[src/rtl/decoder_xx6812.sv]
// xx6812 one-wire receiver: classifies high-pulse widths into bits, packs them
// MSB-first into LED words and detects the latch gap that ends a frame.
module decoder_xx6812 #(
    parameter int BITS_PER_LED     = 24,
    parameter int MIN_HIGH_CYCLES  = 2,
    parameter int THRESHOLD_CYCLES = 7,
    parameter int MAX_HIGH_CYCLES  = 18,
    parameter int LATCH_CYCLES     = 600
) (
    input  logic                    clock_12mhz,
    input  logic                    reset,
    input  logic                    serial_data_in,
    output logic [BITS_PER_LED-1:0] parallel_data_out,
    output logic                    data_valid,
    output logic [7:0]              led_index,
    output logic                    frame_end,
    output logic                    error
);
    // state      | meaning
    // WAIT_LATCH | out of sync; ignore the line until a full latch gap
    // IDLE       | line low between bits; watches for rise or latch gap
    // HIGH       | measuring a high pulse
    typedef enum logic [1:0] {WAIT_LATCH, IDLE, HIGH} state_t;

    localparam int HW = $clog2(MAX_HIGH_CYCLES + 2);
    localparam int LW = $clog2(LATCH_CYCLES + 1);
    localparam int BW = $clog2(BITS_PER_LED + 1);

    localparam logic [HW-1:0] HIGH_MIN = HW'(MIN_HIGH_CYCLES);
    localparam logic [HW-1:0] HIGH_THR = HW'(THRESHOLD_CYCLES);
    localparam logic [HW-1:0] HIGH_MAX = HW'(MAX_HIGH_CYCLES);
    localparam logic [HW-1:0] HIGH_SAT = HW'(MAX_HIGH_CYCLES + 1);
    localparam logic [LW-1:0] LOW_LATCH    = LW'(LATCH_CYCLES);
    localparam logic [LW-1:0] LOW_LATCH_M1 = LW'(LATCH_CYCLES - 1);
    localparam logic [BW-1:0] LAST_BIT     = BW'(BITS_PER_LED - 1);

    state_t                  state;
    logic                    s1, s2, s_prev;
    logic                    rise, fall, bit_val, latch_hit;
    logic [HW-1:0]           high_cnt;
    logic [LW-1:0]           low_cnt;
    logic [BW-1:0]           bit_cnt;
    logic [7:0]              word_cnt;
    logic [BITS_PER_LED-2:0] shift;

    assign rise    = s2 & ~s_prev;
    assign fall    = ~s2 & s_prev;
    assign bit_val = (high_cnt > HIGH_THR);
    // Fires only on the cycle low_cnt steps onto LATCH_CYCLES, so once per gap.
    assign latch_hit = ~s2 && (low_cnt == LOW_LATCH_M1);

    always_ff @(posedge clock_12mhz) begin
        if (reset) begin
            s1       <= 1'b0;
            s2       <= 1'b0;
            s_prev   <= 1'b0;
            high_cnt <= '0;
            low_cnt  <= '0;
        end else begin
            s1     <= serial_data_in;
            s2     <= s1;
            s_prev <= s2;
            if (rise)
                high_cnt <= HW'(1);
            else if (s2 && (high_cnt < HIGH_SAT))
                high_cnt <= high_cnt + HW'(1);
            if (s2)
                low_cnt <= '0;
            else if (low_cnt < LOW_LATCH)
                low_cnt <= low_cnt + LW'(1);
        end
    end

    always_ff @(posedge clock_12mhz) begin
        if (reset) begin
            state             <= WAIT_LATCH;
            parallel_data_out <= '0;
            data_valid        <= 1'b0;
            led_index         <= '0;
            frame_end         <= 1'b0;
            error             <= 1'b0;
            bit_cnt           <= '0;
            word_cnt          <= '0;
            shift             <= '0;
        end else begin
            data_valid <= 1'b0;
            frame_end  <= 1'b0;
            error      <= 1'b0;
            case (state)
                WAIT_LATCH: begin
                    if (low_cnt == LOW_LATCH) begin
                        state    <= IDLE;
                        bit_cnt  <= '0;
                        word_cnt <= '0;
                        shift    <= '0;
                    end
                end
                IDLE: begin
                    if (rise) begin
                        state <= HIGH;
                    end else if (latch_hit) begin
                        if ((word_cnt != 8'd0) || (bit_cnt != '0))
                            frame_end <= 1'b1;
                        if (bit_cnt != '0)
                            error <= 1'b1;
                        word_cnt <= '0;
                        bit_cnt  <= '0;
                        shift    <= '0;
                    end
                end
                HIGH: begin
                    if (high_cnt > HIGH_MAX) begin
                        // Stream is out of sync: drop everything and resync on a gap.
                        error    <= 1'b1;
                        bit_cnt  <= '0;
                        word_cnt <= '0;
                        shift    <= '0;
                        state    <= WAIT_LATCH;
                    end else if (fall) begin
                        state <= IDLE;
                        if (high_cnt >= HIGH_MIN) begin
                            if (bit_cnt == LAST_BIT) begin
                                parallel_data_out <= {shift, bit_val};
                                data_valid        <= 1'b1;
                                led_index         <= word_cnt;
                                if (word_cnt != 8'hFF)
                                    word_cnt <= word_cnt + 8'd1;
                                bit_cnt <= '0;
                                shift   <= '0;
                            end else begin
                                shift   <= {shift[BITS_PER_LED-3:0], bit_val};
                                bit_cnt <= bit_cnt + BW'(1);
                            end
                        end
                    end
                end
                default: state <= WAIT_LATCH;
            endcase
        end
    end
endmodule
[config.mk]
export PLATFORM = sky130hd
export DESIGN_NAME = decoder_xx6812
export DESIGN_NICKNAME = d
export VERILOG_FILES = /design/src/rtl/decoder_xx6812.sv
export SDC_FILE = /design/constraint.sdc
export NUM_CORES = 1
export LEC_CHECK = 0
export CAP_MARGIN = 20
export CORE_MARGIN = 2
export CORE_UTILIZATION = 45
export CTS_BUF_LIST = sky130_fd_sc_hd__clkbuf_4
export CTS_CLUSTER_DIAMETER = 40
export DETAILED_ROUTE_END_ITERATION = 7
export GPL_ROUTABILITY_DRIVEN = 0
export PLACE_DENSITY_LB_ADDON = 0.3
export RECOVER_POWER = 50
export SYNTH_ARGS = -nofsm -noshare
export SYNTH_HDL_FRONTEND = slang
export SYNTH_SLANG_ARGS = --single-unit
[constraint.sdc]
create_clock -name clock_12mhz -period 2.15 [get_ports clock_12mhz]
set_input_delay 0.215 -clock clock_12mhz [delete_from_list [all_inputs] [get_ports clock_12mhz]]
set_output_delay 0.215 -clock clock_12mhz [all_outputs]
set_load 0.01 [all_outputs]
==> run metrics <==
Residual DRC=0; asr flop ratio synth=0%; part of the cycle the worst path needs=between 90 and 100%; largest net degree at the start of global routing=46; WL final=~8.5 mm; Crit-path slowest cell=dfxtp_1; ANT nets after route=0; drt first pass iters=5; clock insertion delay at the later pin of the skew report=roughly 440 ps; Tot GR Track Use=between 15 and 20%; P_leak=a little over 2 nW; Final Cell Area=between 4000 and 5000 um2; Most common cell on crit path=buf_4; slowest stage delay, CP=about 440 ps; root buf cell=clkbuf_4; M1 GR Usage=24.2%; Min-Delay Path Class=input pin to flop; post-synthesis adder-cell area fraction=~4.0%; crit path capture type=flop; Placed Cells=approximately 580; share of the synthesized area in the top cell type=between 40% and 50%; Synth Area in Compound Gates=approximately 16%; PortBufs=37; Post-Synth XOR/XNOR Area=2.35%; Avg Cell Area, Syn=between 9 and 10 um2; largest family of logic cells by synthesized area=simple AND/OR/NAND/NOR gates; post-synthesis mux area share=roughly 8.3%; Synth area leader=dfxtp_1; endpoints failing setup=0; Clock Tree Buf Depth=2; CTS Buf Count=9; Via-to-Cell Ratio=~5.6; Seq cells post-synth=between 90 and 100; vias in the first global route=around 3200; CP Cell Sequence=ha_1 > nand4bb_1 > o31ai_2 > nand3_2 > buf_4 > nor3_2 > buf_4 > a32o_1; Die ar.=~9900 um2; hold-critical path depth=3; layout net count=slightly above 500; Max H-tree Level=3; DIE HEIGHT=between 90 and 100 um; total power=around 0.0029 W; HPWL Detailed=~5.5 mm; Cell Rows=34; via count=about 3400; R2R Path End=word_cnt[6]; clock sinks=between 90 and 100; Die X-Extent=slightly below 100 um; Worst IR Drop VDD=approximately 0.00035 V; met3 Track Usage GR=3.09%; relative max-transition margin=between 40 and 50%; status=completed; Post-Layout Cell Count=600; final core utilization=~55%; Slew Viols, Final=0; CTS tree=done; first-pass GRT wire length=14.7 mm; number of antenna repair diodes=0; M2 GR Usage=between 20% and 30%; Setup CP Type=flop to flop; worst hold slack=about 270 ps; Slew @ Worst Pin=about 900 ps; busiest metal layer after global routing=met2; IO Count=38; Worst Hold Launch=reset; crit path launch type=flop; clk_skew=about 22 ps; Syn Inst Count=between 400 and 500; Power Density=607 nW/um2; layout cells sized above 1=a little under an eighth; syn_nets=~460; Worst Hold Path EP=parallel_data_out[22]; Netlist cell types=54; dpl cell area=roughly 4700 um2; initial antenna violation count=0; Area Growth Syn to Fin=17.5%; Worst-path clk slew=160 ps; Yosys warnings=0; Mapped Area=approximately 4000 um2; Synth area leaders=dfxtp_1 (44%), mux2i_1 (8.1%), nand4_1 (4.7%); Most used DFF post-synth=dfxtp_1; maxcap violations=0; worst-path fanout max=11; count of flip-flops with a built-in enable after synthesis=0; final hold violation count=0; crit path DAT=about 2400 ps; core area=8760 um2; worst reg2reg path startpoint=low_cnt[0]; fmax=between 400 and 500 MHz; Starting Density=46.8%; Simple-Gate Fraction of Synth Area=a little under a fifth; Seq/Total Area, Yosys=~44%; register-to-register setup slack=around 110 ps; CP required=~2500 ps; Tmin final=between 2000 and 2500 ps; Iter 0 DRT Violations=roughly 130; total gr overflow=0; wire per inst=approximately 14 um; Reg2Reg Depth=8
-- cells in the mapped netlist (10+ instances only) --
cell	n
a21oi_1	36
clkbuf_1	18
dfxtp_1	91
ha_1	13
inv_1	12
mux2i_1	33
nand2_1	15
nand3_1	12
nand4_1	31
nor2_1	50
o21ai_0	28
xnor2_1	10
-- cells in the final DEF, fill, tap and decap left out, types with 4 or more instances in the layout --
| cell | Yosys | layout |
|---|---|---|
| dfxtp_1 | 91 | 91 |
| nor2_1 | 50 | 50 |
| a21oi_1 | 36 | 36 |
| dlygate4sd3_1 | 0 | 35 |
| mux2i_1 | 33 | 33 |
| nand4_1 | 31 | 31 |
| o21ai_0 | 28 | 28 |
| buf_4 | 4 | 20 |
| nand2_1 | 15 | 15 |
| ha_1 | 13 | 13 |
| inv_1 | 12 | 12 |
| nand3_1 | 12 | 11 |
| xnor2_1 | 10 | 10 |
| clkbuf_4 | 0 | 10 |
| nor2b_1 | 5 | 6 |
| a211oi_1 | 6 | 6 |
| nor3_1 | 6 | 6 |
| and3_1 | 7 | 6 |
| o211ai_1 | 5 | 5 |
| a32o_1 | 5 | 5 |
| nor3b_1 | 4 | 4 |
| buf_12 | 3 | 4 |
-- power by group --
part	internal, W	switching (W)
sequential	0.00170	0.0000135
clock	0.000381	0.000611
combinational	0.0000801	0.000140
total	0.00216	0.000764
-- registers in the layout (all words and copies together) (netlist names), 2 cells and up --
register,cells
high_cnt,5
state,2
parallel_data_out,24
low_cnt,10
shift,23
led_index,8
bit_cnt,5
word_cnt,8
-- critical path, delay by kind of cell (launching register included) --
| kind | cells | cell delay [ps] |
|---|---|---|
| AND/OR/NAND/NOR | 3 | 510 |
| flip-flops | 1 | 440 |
| AO/OA/AOI/OAI | 2 | 440 |
| buffers and inverters | 2 | 400 |
| adder cells (fa/ha/maj) | 1 | 200 |
-- worst max-delay path by stage --
stage / from / end / slack [ps] / cells after the start
finish: low_cnt[0] / word_cnt[6] / 110 / 8
CTS: low_cnt[8] / word_cnt[3] / 0.04 / 7
detailed placement: high_cnt[1] / parallel_data_out[15] / -40 / 7
global route: low_cnt[0] / word_cnt[4] / -10 / 8
global placement: high_cnt[1] / parallel_data_out[16] / 30 / 7
floorplan: high_cnt[1] / parallel_data_out[12] / 60 / 8
-- what timing repair did --
item                                    CTS  global route
hold buffers                              0             0
cloned                                    0             0
endpoints found under the setup margin   25            12
hold endpoints to repair                  0             0
buffers inserted                          0             0
resized for setup                         6             4
-- cells by family (layout without fill, tap and decap cells) --
logic type / after synthesis / in the layout
AO/OA/AOI/OAI: 102 / 102
adder cells (fa/ha/maj): 13 / 13
flip-flops: 91 / 91
buffers and inverters: 44 / 94
AND/OR/NAND/NOR: 147 / 147
XOR/XNOR: 11 / 11
multiplexers: 34 / 34
-- stage by stage --
step / setup TNS, ps / worst slack, ps
after CTS: 0 / 0.0377
after global routing: -15.4 / -11.8
after floorplan: 0 / 63.2
after global placement: 0 / 28.0
after detailed placement: -295 / -37.9
final: 0 / 108
-- cell type report --
| cell class | instances | area [um2] |
|---|---|---|
| multi-input cells | 307 | 2050 |
| fillers | 787 | 3940 |
| flip-flops and latches | 91 | 1820 |
| well taps | 108 | 135 |
| clock inverters | 6 | 72.6 |
| clock buffers | 10 | 75.1 |
| inverters | 13 | 48.8 |
| repair buffers | 65 | 622 |
-- routing by layer --
layer	vias to the layer above	wire length, um	share of wire (%)
met1	1592	4050	48
met4	0	79	0.93
met3	11	341	4.0
met2	78	4030	47
li1	1693	-	-
met5	-	0	0
Power figures use the tool's default switching activity.
